[config.mk]
export PLATFORM = sky130hd
export DESIGN_NAME = alu_cmd_issuer_flat
export DESIGN_NICKNAME = d
export VERILOG_FILES = /design/src/rtl/alu_cmd_issuer_pkg.sv /design/src/rtl/alu_cmd_issuer_if.sv /design/src/rtl/alu_cmd_issuer_fifo.sv /design/src/rtl/alu_cmd_issuer.sv /design/src/flat_wrapper.sv
export SDC_FILE = /design/constraint.sdc
export NUM_CORES = 1
export LEC_CHECK = 0
export CAP_MARGIN = 0
export CORE_UTILIZATION = 25
export DETAILED_ROUTE_END_ITERATION = 8
export GPL_TIMING_DRIVEN = 0
export PLACE_DENSITY = 0.45
export RECOVER_POWER = 25
export SLEW_MARGIN = 20
export SYNTH_ARGS = -nofsm -noshare
export SYNTH_HDL_FRONTEND = slang
export SYNTH_HIERARCHICAL = 1
export SYNTH_SLANG_ARGS = --single-unit
[constraint.sdc]
create_clock -name clk -period 2.35 [get_ports clk]
set_input_delay 0.3525 -clock clk [delete_from_list [all_inputs] [get_ports clk]]
set_output_delay 0.3525 -clock clk [all_outputs]
set_load 0.1 [all_outputs]
[src/rtl/alu_cmd_issuer_pkg.sv]
// Shared types for the ALU command issuer: opcode field types, the default
// command record and the issuer FSM state encoding.
package alu_cmd_issuer_pkg;

    localparam int CMD_DATA_W = 5;
    localparam int A_OP_W     = 3;
    localparam int B_OP_W     = 2;

    typedef logic [A_OP_W-1:0] a_op_t;
    typedef logic [B_OP_W-1:0] b_op_t;

    // One queued ALU command at the default operand width.
    typedef struct packed {
        logic signed [CMD_DATA_W-1:0] a;
        logic signed [CMD_DATA_W-1:0] b;
        a_op_t                        a_op;
        b_op_t                        b_op;
        logic                         a_en;
        logic                         b_en;
    } alu_cmd_t;

    typedef enum logic [1:0] {
        ST_IDLE  = 2'd0,
        ST_ISSUE = 2'd1,
        ST_CAPT  = 2'd2,
        ST_RESP  = 2'd3
    } issuer_state_e;

endpackage

[src/rtl/alu_cmd_issuer_if.sv]
// Command and result handshake bundle of the ALU command issuer.
// master = command producer / result consumer, slave = the issuer.
interface alu_cmd_issuer_if
    import alu_cmd_issuer_pkg::*;
#(
    parameter int DATA_WIDTH = CMD_DATA_W,
    parameter int TAG_W      = 3,
    parameter int FIFO_DEPTH = 4
) ();

    localparam int LVL_W = $clog2(FIFO_DEPTH) + 1;

    logic                         cmd_valid;
    logic                         cmd_ready;
    logic signed [DATA_WIDTH-1:0] cmd_a;
    logic signed [DATA_WIDTH-1:0] cmd_b;
    a_op_t                        cmd_a_op;
    b_op_t                        cmd_b_op;
    logic                         cmd_a_en;
    logic                         cmd_b_en;
    logic                         flush;

    logic                         res_valid;
    logic                         res_ready;
    logic signed [DATA_WIDTH:0]   res_data;
    logic [TAG_W-1:0]             res_tag;
    logic [LVL_W-1:0]             fifo_level;

    modport master (
        output cmd_valid, cmd_a, cmd_b, cmd_a_op, cmd_b_op, cmd_a_en, cmd_b_en,
               flush, res_ready,
        input  cmd_ready, res_valid, res_data, res_tag, fifo_level
    );

    modport slave (
        input  cmd_valid, cmd_a, cmd_b, cmd_a_op, cmd_b_op, cmd_a_en, cmd_b_en,
               flush, res_ready,
        output cmd_ready, res_valid, res_data, res_tag, fifo_level
    );

endinterface

[src/rtl/alu_cmd_issuer_fifo.sv]
// Synchronous command FIFO. The caller guarantees push_i only when not full
// and pop_i only when not empty; flush_i empties the FIFO on the same edge
// and overrides push/pop. The head entry is presented combinationally.
module alu_cmd_issuer_fifo #(
    parameter int W     = 8,
    parameter int DEPTH = 4
) (
    input  logic                       clk,
    input  logic                       rst,
    input  logic                       push_i,
    input  logic                       pop_i,
    input  logic                       flush_i,
    input  logic [W-1:0]               wdata_i,
    output logic [W-1:0]               rdata_o,
    output logic                       full_o,
    output logic                       empty_o,
    output logic [$clog2(DEPTH):0]     level_o
);

    localparam int AW = $clog2(DEPTH);
    localparam int LW = AW + 1;

    logic [W-1:0]  mem_q [DEPTH];
    logic [AW-1:0] wr_ptr_q, wr_ptr_d;
    logic [AW-1:0] rd_ptr_q, rd_ptr_d;
    logic [LW-1:0] count_q, count_d;

    assign rdata_o = mem_q[rd_ptr_q];
    assign full_o  = (count_q == LW'(DEPTH));
    assign empty_o = (count_q == '0);
    assign level_o = count_q;

    // Next pointer/count values; flush wins over push and pop.
    always_comb begin
        wr_ptr_d = wr_ptr_q;
        rd_ptr_d = rd_ptr_q;
        count_d  = count_q;
        if (flush_i) begin
            wr_ptr_d = '0;
            rd_ptr_d = '0;
            count_d  = '0;
        end else begin
            if (push_i) wr_ptr_d = wr_ptr_q + AW'(1);
            if (pop_i)  rd_ptr_d = rd_ptr_q + AW'(1);
            count_d = count_q + LW'(push_i) - LW'(pop_i);
        end
    end

    // Pointer and occupancy registers.
    always_ff @(posedge clk or posedge rst) begin
        if (rst) begin
            wr_ptr_q <= '0;
            rd_ptr_q <= '0;
            count_q  <= '0;
        end else begin
            wr_ptr_q <= wr_ptr_d;
            rd_ptr_q <= rd_ptr_d;
            count_q  <= count_d;
        end
    end

    // Entry storage; contents are don't-care until written.
    always_ff @(posedge clk) begin
        if (push_i && !flush_i) mem_q[wr_ptr_q] <= wdata_i;
    end

endmodule

[src/rtl/alu_cmd_issuer.sv]
// ALU command issuer: queues commands, issues one per ALU operation with a
// single-cycle alu_en pulse, captures the ALU result one cycle later and
// returns it with a wrapping sequence tag on a valid/ready result port.
module alu_cmd_issuer
    import alu_cmd_issuer_pkg::*;
#(
    parameter int DATA_WIDTH = CMD_DATA_W,
    parameter int FIFO_DEPTH = 4,
    parameter int TAG_W      = 3
) (
    input  logic                         clk,
    input  logic                         rst,
    alu_cmd_issuer_if.slave              bus,
    output logic signed [DATA_WIDTH-1:0] alu_a_o,
    output logic signed [DATA_WIDTH-1:0] alu_b_o,
    output a_op_t                        alu_a_op_o,
    output b_op_t                        alu_b_op_o,
    output logic                         alu_a_en_o,
    output logic                         alu_b_en_o,
    output logic                         alu_en_o,
    output logic                         alu_rst_n_o,
    input  logic signed [DATA_WIDTH:0]   alu_c_i
);

    localparam int LVL_W = $clog2(FIFO_DEPTH) + 1;

    typedef struct packed {
        logic signed [DATA_WIDTH-1:0] a;
        logic signed [DATA_WIDTH-1:0] b;
        a_op_t                        a_op;
        b_op_t                        b_op;
        logic                         a_en;
        logic                         b_en;
    } cmd_t;

    localparam int CMD_W = $bits(cmd_t);

    issuer_state_e              state_q, state_d;
    cmd_t                       push_cmd;
    cmd_t                       head_cmd;
    logic [CMD_W-1:0]           head_raw;
    logic                       fifo_full, fifo_empty;
    logic [LVL_W-1:0]           fifo_level;
    logic                       push, pop, capture;
    logic                       alu_en, res_valid;
    cmd_t                       alu_cmd_q;
    logic signed [DATA_WIDTH:0] res_data_q;
    logic [TAG_W-1:0]           res_tag_q;
    logic [TAG_W-1:0]           next_tag_q;

    // A full FIFO never accepts, even when the head is popped the same cycle.
    assign bus.cmd_ready = !fifo_full && !bus.flush;
    assign push          = bus.cmd_valid && !fifo_full && !bus.flush;

    assign push_cmd.a    = bus.cmd_a;
    assign push_cmd.b    = bus.cmd_b;
    assign push_cmd.a_op = bus.cmd_a_op;
    assign push_cmd.b_op = bus.cmd_b_op;
    assign push_cmd.a_en = bus.cmd_a_en;
    assign push_cmd.b_en = bus.cmd_b_en;
    assign head_cmd      = cmd_t'(head_raw);

    alu_cmd_issuer_fifo #(
        .W     (CMD_W),
        .DEPTH (FIFO_DEPTH)
    ) u_fifo (
        .clk     (clk),
        .rst     (rst),
        .push_i  (push),
        .pop_i   (pop),
        .flush_i (bus.flush),
        .wdata_i (push_cmd),
        .rdata_o (head_raw),
        .full_o  (fifo_full),
        .empty_o (fifo_empty),
        .level_o (fifo_level)
    );

    // Next-state and per-state strobes of the issue/capture/respond sequence.
    always_comb begin
        state_d   = state_q;
        pop       = 1'b0;
        capture   = 1'b0;
        alu_en    = 1'b0;
        res_valid = 1'b0;
        case (state_q)
            ST_IDLE: begin
                if (!fifo_empty) begin
                    pop     = 1'b1;
                    state_d = ST_ISSUE;
                end
            end
            ST_ISSUE: begin
                alu_en  = 1'b1;
                state_d = ST_CAPT;
            end
            ST_CAPT: begin
                capture = 1'b1;
                state_d = ST_RESP;
            end
            ST_RESP: begin
                res_valid = 1'b1;
                if (bus.res_ready) begin
                    if (!fifo_empty) begin
                        pop     = 1'b1;
                        state_d = ST_ISSUE;
                    end else begin
                        state_d = ST_IDLE;
                    end
                end
            end
            default: state_d = ST_IDLE;
        endcase
    end

    // FSM state register.
    always_ff @(posedge clk or posedge rst) begin
        if (rst) state_q <= ST_IDLE;
        else     state_q <= state_d;
    end

    // ALU operand/opcode registers, loaded with the head entry as it is issued.
    always_ff @(posedge clk or posedge rst) begin
        if (rst)      alu_cmd_q <= '0;
        else if (pop) alu_cmd_q <= head_cmd;
    end

    // Result capture and sequence-tag counter.
    always_ff @(posedge clk or posedge rst) begin
        if (rst) begin
            res_data_q <= '0;
            res_tag_q  <= '0;
            next_tag_q <= '0;
        end else if (capture) begin
            res_data_q <= alu_c_i;
            res_tag_q  <= next_tag_q;
            next_tag_q <= next_tag_q + TAG_W'(1);
        end
    end

    assign alu_a_o        = alu_cmd_q.a;
    assign alu_b_o        = alu_cmd_q.b;
    assign alu_a_op_o     = alu_cmd_q.a_op;
    assign alu_b_op_o     = alu_cmd_q.b_op;
    assign alu_a_en_o     = alu_cmd_q.a_en;
    assign alu_b_en_o     = alu_cmd_q.b_en;
    assign alu_en_o       = alu_en;
    assign alu_rst_n_o    = ~rst;

    assign bus.res_valid  = res_valid;
    assign bus.res_data   = res_data_q;
    assign bus.res_tag    = res_tag_q;
    assign bus.fifo_level = fifo_level;

endmodule

[src/flat_wrapper.sv]
// flat-port wrapper written by rule: the top's interface ports become plain ports
module alu_cmd_issuer_flat import alu_cmd_issuer_pkg::*;
#(
    parameter int DATA_WIDTH = CMD_DATA_W,
    parameter int FIFO_DEPTH = 4,
    parameter int TAG_W      = 3
)
  (clk, rst, alu_a_o, alu_b_o, alu_a_op_o, alu_b_op_o, alu_a_en_o, alu_b_en_o, alu_en_o, alu_rst_n_o, alu_c_i, bus_cmd_valid, bus_cmd_a, bus_cmd_b, bus_cmd_a_op, bus_cmd_b_op, bus_cmd_a_en, bus_cmd_b_en, bus_flush, bus_res_ready, bus_cmd_ready, bus_res_valid, bus_res_data, bus_res_tag, bus_fifo_level);
  alu_cmd_issuer_if #(.DATA_WIDTH(DATA_WIDTH), .TAG_W(TAG_W), .FIFO_DEPTH(FIFO_DEPTH)) bus_i ();
  input  logic clk;
  input  logic rst;
  output logic signed [DATA_WIDTH-1:0] alu_a_o;
  output logic signed [DATA_WIDTH-1:0] alu_b_o;
  output a_op_t alu_a_op_o;
  output b_op_t alu_b_op_o;
  output logic alu_a_en_o;
  output logic alu_b_en_o;
  output logic alu_en_o;
  output logic alu_rst_n_o;
  input  logic signed [DATA_WIDTH:0] alu_c_i;
  input wire logic [$bits(bus_i.cmd_valid)-1:0] bus_cmd_valid;
  input wire logic [$bits(bus_i.cmd_a)-1:0] bus_cmd_a;
  input wire logic [$bits(bus_i.cmd_b)-1:0] bus_cmd_b;
  input wire logic [$bits(bus_i.cmd_a_op)-1:0] bus_cmd_a_op;
  input wire logic [$bits(bus_i.cmd_b_op)-1:0] bus_cmd_b_op;
  input wire logic [$bits(bus_i.cmd_a_en)-1:0] bus_cmd_a_en;
  input wire logic [$bits(bus_i.cmd_b_en)-1:0] bus_cmd_b_en;
  input wire logic [$bits(bus_i.flush)-1:0] bus_flush;
  input wire logic [$bits(bus_i.res_ready)-1:0] bus_res_ready;
  output wire logic [$bits(bus_i.cmd_ready)-1:0] bus_cmd_ready;
  output wire logic [$bits(bus_i.res_valid)-1:0] bus_res_valid;
  output wire logic [$bits(bus_i.res_data)-1:0] bus_res_data;
  output wire logic [$bits(bus_i.res_tag)-1:0] bus_res_tag;
  output wire logic [$bits(bus_i.fifo_level)-1:0] bus_fifo_level;
  assign bus_i.cmd_valid = bus_cmd_valid;
  assign bus_i.cmd_a = bus_cmd_a;
  assign bus_i.cmd_b = bus_cmd_b;
  assign bus_i.cmd_a_op = bus_cmd_a_op;
  assign bus_i.cmd_b_op = bus_cmd_b_op;
  assign bus_i.cmd_a_en = bus_cmd_a_en;
  assign bus_i.cmd_b_en = bus_cmd_b_en;
  assign bus_i.flush = bus_flush;
  assign bus_i.res_ready = bus_res_ready;
  assign bus_cmd_ready = bus_i.cmd_ready;
  assign bus_res_valid = bus_i.res_valid;
  assign bus_res_data = bus_i.res_data;
  assign bus_res_tag = bus_i.res_tag;
  assign bus_fifo_level = bus_i.fifo_level;
  alu_cmd_issuer #(.DATA_WIDTH(DATA_WIDTH), .FIFO_DEPTH(FIFO_DEPTH), .TAG_W(TAG_W)) u_core (.clk(clk), .rst(rst), .bus(bus_i), .alu_a_o(alu_a_o), .alu_b_o(alu_b_o), .alu_a_op_o(alu_a_op_o), .alu_b_op_o(alu_b_op_o), .alu_a_en_o(alu_a_en_o), .alu_b_en_o(alu_b_en_o), .alu_en_o(alu_en_o), .alu_rst_n_o(alu_rst_n_o), .alu_c_i(alu_c_i));
endmodule
**Word level (Yosys, flattened, before mapping)**

Memories as Yosys holds them, arrays and structs flattened. A register that Yosys moved wholly into a read port is not among the register bits.
Index checks and enable logic that the tools add are counted.

- Multiplexer cells: 17
- Bitwise gates (word level): 1
- Equal/unequal tests: 6
- Add/sub/neg operators: 5
- Reduce and logical (&&, ||, !) cells: 11

Operators with widths:

| kind | number |
|---|---|
| 2-to-1 mux 2 bit | 6 |
| 2-to-1 mux 1 bit | 8 |
| case mux 2 bit (4 select lines) | 1 |
| adder 2 x 1 -> 2 bit, second input constant | 2 |
| == test 2 bit, second input constant | 2 |
| logical AND 1 bit | 4 |
| inequality test 2 bit, second input constant | 2 |
| nonzero test 2 bit | 2 |
| adder 3 x 1 -> 3 bit | 1 |
| adder 3 x 1 -> 3 bit, second input constant | 1 |
| == test 3 bit, second input constant | 1 |
| zero test 3 bit | 1 |
| 2-to-1 mux 3 bit | 1 |
| subtractor 3 x 1 -> 3 bit | 1 |
| == test 2 x 1 -> 1 bit, second input constant | 1 |
| zero test 1 bit | 2 |
| zero test 2 bit | 1 |
| case mux 1 bit (2 select lines) | 1 |
| AND reduction 2 bit | 1 |
| NOT 1 bit | 1 |

- Input bits: 28
- Memories: 1
- Bits in registers: 21
- Bits in writable memories: 68

Memory list:

| name | words | bits a word | rd ports | clocked after memory_dff | write ports | RTL line | source |
|---|---|---|---|---|---|---|---|
| u_core.u_fifo.mem_q | 4 | 17 | 1 | 1 | 1 | alu_cmd_issuer_fifo.sv:23 | `logic [W-1:0] mem_q [DEPTH];` |

**Logic depth before layout (Yosys ltp)**

Gate-level depths: netlist of the first run.

- Depth in word-level cells: 7
- Mapped depth: 12

**Hierarchy**

The synthesis of the first run kept the hierarchy.

Modules (own cells, without submodules):

| module | cells each | instances | seq. area each (µm²) | area each (µm²) |
|---|---|---|---|---|
| alu_cmd_issuer_fifo | 129 | 1 | 2,217.1 | 2,894.0 |
| alu_cmd_issuer | 84 | 1 | 775.7 | 1,336.3 |

**Worst setup path after synthesis of the first run**

OpenSTA, ideal clock, no wires.

- Path kind: register -> register
- From: reg u_core.u_fifo.count_q[1], in the netlist u_core/u_fifo/level_o[1]
- To: mem u_core/u_fifo/mem_q[0][0] (netlist name) (enable)
- Stages on the path, launching flop included: 6
- Required time: 1.975 ns
- Arrival time: 3.469 ns
- Slack: -1.494 ns
- Clock period less this slack: 3.844 ns
- Cell sequence: dfrtp_1 nor3b_1 nor2_1 and2_1 nor2b_1 and2_1

- Word-level cells in the longest chain between the ends: 7

Ends and longest elaborated chain:

| what | RTL line | source |
|---|---|---|
| start: declaration | alu_cmd_issuer_fifo.sv:26 | `logic [LW-1:0] count_q, count_d;` |
| start signal: assignment | alu_cmd_issuer_fifo.sv:58 | `count_q <= count_d;` |
| == test 3 bit | alu_cmd_issuer_fifo.sv:29 | `assign full_o = (count_q == LW'(DEPTH));` |
| net u_core.fifo_full | alu_cmd_issuer.sv:42 | `logic fifo_full, fifo_empty;` |
| zero test 1 bit | alu_cmd_issuer.sv:53 | `assign push = bus.cmd_valid && !fifo_full && !bus.flush;` |
| logical AND 1 bit (2 in a row) | alu_cmd_issuer.sv:53 |  |
| net u_core.push | alu_cmd_issuer.sv:44 | `logic push, pop, capture;` |
| logical AND 1 bit | alu_cmd_issuer_fifo.sv:64 | `if (push_i && !flush_i) mem_q[wr_ptr_q] <= wdata_i;` |
| 2-to-1 mux 1 bit | alu_cmd_issuer_fifo.sv:64 |  |
| 2-to-1 mux 1 bit (implied by the code) | alu_cmd_issuer_fifo.sv:64 |  |
| end: declaration | alu_cmd_issuer_fifo.sv:23 |  |

The timed path passes the listed nets, and every way through them passes these cells.

**Final worst setup path of the first run**

- From: reg u_core.u_fifo.count_q[2], in the netlist u_core/u_fifo/level_o[2]
- To: out bus_fifo_level[2]

RTL lines:

| what | RTL line | source |
|---|---|---|
| end: declaration | flat_wrapper.sv:34 | `output wire logic [$bits(bus_i.fifo_level)-1:0] bus_fifo_level;` |

No word-level cell between the ends.

==> metrics, run 1 <==
outcome=completed; H-tree depth=3; # setup viols final=0; HP Class=in2async; Inst Count DP=494; Vias=2097; number of antenna-violating nets in the routed design=0; router iterations before antenna repair=4; part of the cycle the worst path needs=97.22%; crit start category=register; max incr delay on CP=approximately 1.2 ns; clk_skew=0.006962 ns; GR Util All Layers=9.980%; fin nets=between 300 and 400; # DRC=0; synth top area cells=edfxtp_1 (48%), dfrtp_1 (22%), mux4_2 (9.1%); GR Overflow Total=0; Routed wire per std cell=15.39 um; HPWL Detailed=a little over 5000 um; Initial Util=25.60%; highest clock rate=437.7 MHz; Cells after Synth=roughly 210; largest net degree at the start of global routing=28; CTS root buf=clkbuf_16; Cell Area, Placed=5210 um^2; vias per cell=4.088; crit-path cells=clkdlybuf4s50_1; Synth area leader=edfxtp_1; crit path DAT=1.93 ns; maximum clock path buffer count=2; Syn Area/Cell=between 15 and 20 um^2; IO Count=just over 60; initial DRC count=86; Slew Viols, Final=0; Finished Layout Cells=513; Worst-Skew Late Latency=0.34 ns; vias in the first global route=approximately 2300; fillcell total=1578; maxcap violations=0; Design Area, Final=5565 um^2; Slew HR=between 30% and 40%; kind of critical path=reg2out; crit end category=output port; layout cells sized above 1=33.45%; PortBufs=60; Die X=about 130 um; core area=16520 um^2; Fin. Hold Viols=0; clock transition at the registers of the reported paths=0.07 ns; Post-Place Setup Slack=-0.5426 ns; worst slew pin tran=0.9917 ns; Critical Path Sink=bus_fifo_level[2]; ANT cells=0; delay-heaviest family, CP=buffers and inverters; Yosys warnings=6; critical path depth in cells=1; cts bufs inserted=9; CTS tree=built; Reg2Reg Launch Point=u_core/state_q[0]; post-synthesis sequential area ratio=between 70 and 80%; die height=around 130 um; Synth-to-Final Area Change=31.56%; Worst Reg-to-Reg Cells=12; CP Launch Point=u_core/u_fifo/level_o[2]; syn_nets=254; Setup WS post-layout=~0.065 ns; Yosys reg bits=106; CP max stage cell=clkdlybuf4s50_1; top cell type's share of synthesized area=between 40% and 50%; CP max FO=4; initial antenna violation count=0; r2r setup slk=0.12 ns; hold_ws=0.2373 ns; first-pass GRT wire length=12720 um; Synth Cell Area=around 4200 um^2; Die Footprint=17450 um^2; Unique masters post-synth=30; Critical Path RT=approximately 2.0 ns; CP bufs+invs=1; clock sink count=106; GP Congestion=between 0.6 and 0.7; Site Rows=47; Final Critical Period=about 2.3 ns; RSZ-0062 raised after global routing=false; final WL=a little under 8000 um; r2r endpoint=u_core/u_fifo/level_o[2]
synth_stat cells (all sizes together):
library cell   n
a21bo          1
a21oi          2
a221oi         1
a22oi          1
a2bb2oi        1
and2           5
buf            6
dfrtp         38
edfxtp        68
fa             1
ha            12
inv           10
mux2          28
mux2i          1
mux4          17
nand2          1
nand3b         1
nor2           7
nor2b          3
nor3           3
nor3b          1
xnor2          3
xnor3          1
xor2           1
cell type report:
cell class / count / area (um^2) / area share, %
sequential: 106 / 3003 / 53.96
multi-input combinational: 91 / 1234 / 22.17
timing repair buffer: 64 / 645.6 / 11.60
tap: 220 / 275.3 / 4.946
clock buffer: 10 / 239.0 / 4.294
clock inverter: 6 / 71.32 / 1.281
buffer: 6 / 60.06 / 1.079
inverter: 10 / 37.54 / 0.6745
sequential cells by signal, indices dropped and copies added, names as in the netlist, 2 cells and up:
| name | cells |
|---|---|
| u_core/alu_b_op_o | 2 |
| u_core/alu_b_o | 5 |
| u_core/state_q | 2 |
| u_core/u_fifo/level_o | 3 |
| u_core/u_fifo/mem_q | 68 |
| u_core/next_tag_q | 3 |
| u_core/bus.res_tag | 3 |
| u_core/bus.res_data | 6 |
| u_core/u_fifo/rd_ptr_q | 2 |
| u_core/u_fifo/wr_ptr_q | 2 |
| u_core/alu_a_o | 5 |
| u_core/alu_a_op_o | 3 |
metrics by stage:
| step | setup TNS [ns] | util, % |
|---|---|---|
| 2_1_floorplan | -3.422 | - |
| 3_3_place_gp | -2.839 | 31.41 |
| 3_5_place_dp | -2.020 | 31.53 |
| 4_1_cts | 0 | 33.63 |
| 5_1_grt | 0 | 33.68 |
| 6_report | 0 | 33.68 |
placed cells by master (no fill, tap or decap), drive strengths merged:
cell           Yosys  routed
fa                 1       1
nor2b              3       3
dfrtp             38      38
dlygate4sd2        0       2
mux2i              1       1
and2               5       5
clkdlybuf4s50      0      49
a2bb2oi            1       1
ha                12      12
mux4              17      17
clkinv             0       1
buf                6      10
nand3b             1       1
clkbuf             0      10
inv               10      13
xnor2              3       3
a22oi              1       1
dlymetal6s2s       0       1
dlygate4sd3        0       6
xor2               1       1
nor2               7       7
clkinvlp           0       1
nand2              1       1
mux2              28      28
clkdlybuf4s15      0       2
a21bo              1       1
a221oi             1       1
a21oi              2       2
bufinv             0       1
edfxtp            68      68
nor3               3       3
xnor3              1       1
nor3b              1       1
per-layer routing:
layer  GRT usage [%]  part of all wire (%)
met1           11.97                    44
met5               0                     0
met4           3.488                   1.1
met3           3.191                   4.3
met2           16.84                    51
worst min-delay path by stage:
| stage | startpoint | endpoint | slack, ns | cells after the start |
|---|---|---|---|---|
| after floorplan | rst | u_core/u_fifo/rd_ptr_q[0] | 0.16 | 1 |
| after global placement | u_core/next_tag_q[2] | u_core/next_tag_q[2] | 0.46 | 1 |
| after detailed placement | u_core/next_tag_q[2] | u_core/next_tag_q[2] | 0.46 | 1 |
| after CTS | rst | u_core/alu_a_o[2] | 0.24 | 2 |
| after global routing | rst | u_core/alu_a_o[2] | 0.27 | 2 |
| final | rst | u_core/alu_a_o[2] | 0.24 | 2 |
repair_timing:
action	in CTS	in global routing
pin swaps	1	1
buffers inserted	3	0
hold buffers	0	0
gates resized for setup	10	4
endpoints found under the hold margin	0	0
gates cloned	0	0
endpoints found under the setup margin	7	2
logic make-up (layout without fill, tap and decap cells):
| group | Yosys count | count (layout) | synth area share, % |
|---|---|---|---|
| xor gates and xnor gates | 5 | 5 | 1.361 |
| buffers and inverters | 16 | 96 | 2.307 |
| muxes | 46 | 46 | 17.54 |
| and+or+nand+nor | 21 | 21 | 2.869 |
| AOI/OAI and AO/OA | 6 | 6 | 1.154 |
| adders and majority gates | 13 | 13 | 4.022 |
| DFF | 106 | 106 | 70.75 |
Power of run 1 is not shown: default switching activity piles up to over one toggle a cycle in this logic, so the estimate is an artifact.
==> run 2, diff against run 1 <==
- SETUP_SLACK_MARGIN: unset -> 0.4
==> run 2 against run 1 <==
Final area rose by 2.9%. Non-clock buffer count increased by 14. Worst hold slack improved by 0.19 ns. Die area is the same. Utilization up 0.99 points. First-iteration DRC count is 31% lower. Global-route usage grew 0.32 points. Clock skew shrank 0.0010 ns. Sequential share of layout area is 1.5 points lower. Register-to-register slack better by 0.05 ns. Routed wire length rose by 3.2%. Largest cell class unchanged. Highest routed layer unchanged.
==> metrics, run 2 (synthesized netlist as in run 1, its figures left out) <==
outcome=completed; RSZ-0062 raised after global routing=true; # DRC=0 (unchanged); layout cells sized above 1=39.74% (+6.3 points); router iterations before antenna repair=4 (unchanged); CP bufs+invs=4 (+3); clock sink count=106 (unchanged); largest net degree at the start of global routing=21 (-25%); Reg with most FFs=u_core/u_fifo/mem_q; maxcap violations=0 (unchanged); first-pass GRT wire length=12880 um (+1.2%); initial antenna violation count=0 (unchanged); Critical Path RT=2.56 ns (+0.56 ns); busiest grt layer=met2; GR Util All Layers=10.30% (+0.32 points); met1 Usage GRT=12.35% (+0.39 points); Slew HR=35.89% (+2.2 points); Site Rows=47 (unchanged); GR Overflow Total=0 (unchanged); kind of critical path=reg2reg; Cell Area, Placed=5218 um^2 (+0.14%); Die X=132.1 um (unchanged); Slew Viols, Final=0 (unchanged); Initial Util=25.60% (unchanged); GP Congestion=0.7019 (+3.3%); Synth-to-Final Area Change=35.43%; Reg2Reg Launch Point=u_core/state_q[1]; Finished Layout Cells=527 (+2.7%); Final Critical Period=2.178 ns (-0.1072 ns); Fin. Hold Viols=0 (unchanged); initial DRC count=59 (-31%); die height=132.1 um (unchanged); fillcell total=1598 (+1.3%); max incr delay on CP=0.41 ns (-0.74 ns); # setup viols final=0 (unchanged); fin nets=343 (+4.3%); Routed wire per std cell=15.45 um (+0.43%); crit start category=register; CTS Hold Buffers Added=0 (unchanged); H-tree depth=3 (unchanged); vias in the first global route=2264 (+0.13%); delay-heaviest family, CP=adder cells; cts bufs inserted=9 (unchanged); clk_skew=0.005927 ns (-0.001035 ns); ANT cells=0 (unchanged); Design Area, Final=5729 um^2 (+2.9%); highest clock rate=459.2 MHz (+4.9%); IO Count=61 (unchanged); met2 usage=16.90% (+0.059 points); maximum clock path buffer count=2 (unchanged); part of the cycle the worst path needs=92.66% (-4.6 points); crit-path cells=inv_2 > ha_4 > nor3_4 > buf_12 > ha_4 > inv_2 > ha_4 > inv_2 > fa_2 > xnor3_1 > nor2_1; CTS tree=built; clock transition at the registers of the reported paths=0.07 ns (about the same); r2r endpoint=u_core/u_fifo/level_o[2]; Setup TNS=0 ns (unchanged); most frequent cells in the layout=edfxtp_1 (68), dfrtp_1 (34), clkdlybuf4s50_1 (19), mux2_2 (19), mux4_2 (17); most common cell after layout, fill and taps aside=edfxtp_1; number of antenna-violating nets in the routed design=0 (unchanged); Inst Count DP=494 (unchanged); vias per cell=4.013 (-1.8%); crit path DAT=2.39 ns (+0.46 ns); final core occ=34.67% (+0.99 points); Vias=2115 (+0.86%); Worst Reg-to-Reg Cells=11 (-1); max reg flops=68 (unchanged); met3 usage=4.344% (+1.2 points); CTS root buf=clkbuf_16; HPWL Detailed=5194 um (+1.4%); r2r setup slk=0.17 ns (+0.05 ns); final WL=8144 um (+3.2%); HP Class=in2async; CP max stage cell=dfrtp_2; core area=16520 um^2 (unchanged); PortBufs=60 (unchanged); crit end category=register; CP max FO=3 (-1); worst slew pin tran=0.9654 ns (-0.02629 ns); Worst-Skew Late Latency=0.35 ns (about the same); Die Footprint=17450 um^2 (unchanged)
run 2: per-stage QoR:
step                setup slack [ns]  hold slack, ns
floorplan                    -0.1969          0.1559
global placement              -1.228          0.4585
detailed placement           -0.5683          0.4670
CTS                           0.1474          0.2889
global route                 0.09271          0.4174
finish                        0.1725          0.4227
run 2: timing repair:
item | 4_1_cts | 5_1_grt
gates resized for setup | 66 | 28
setup endpoints to repair | 123 | 90
pin swaps | 1 | 4
setup buffers | 6 | 11
hold endpoints to repair | 0 | 0
run 2: cell type report:
class | instances | area (um^2) | area share [%]
sequential | 106 | 3003 | 52.41
tap | 220 | 275.3 | 4.805
timing repair buffer | 78 | 815.8 | 14.24
inverter | 10 | 40.04 | 0.6988
multi-input combinational | 91 | 1239 | 21.62
clock buffer | 11 | 232.7 | 4.062
buffer | 6 | 60.06 | 1.048
clock inverter | 5 | 63.81 | 1.114
run 2: how the worst max path moves through the flow:
stage / startpoint / to / depth (start not counted) / slack, ns
after CTS: u_core/state_q[1] / u_core/u_fifo/level_o[2] / 11 / 0.15
after global placement: rst / alu_rst_n_o / 3 / -1.23
after detailed placement: bus_res_ready / u_core/u_fifo/level_o[2] / 11 / -0.57
final: u_core/state_q[1] / u_core/u_fifo/level_o[2] / 11 / 0.17
after global routing: u_core/state_q[1] / u_core/u_fifo/level_o[2] / 11 / 0.09
after floorplan: u_core/state_q[1] / u_core/u_fifo/level_o[2] / 11 / -0.20
run 2: per-layer routing:
layer	wire [um]	up-vias
met5	0	-
met2	3994	56
li1	-	991
met1	3681	1064
met4	77	0
met3	390	4
Power of run 2 is left out for the same reason.
==> run 3, diff against run 2 <==
- SLEW_MARGIN: 20 -> 15
==> results of run 3 <==
No change in the layout: final DEF, timing and power equal those of run 2.
Power of run 3 is left out for the same reason.
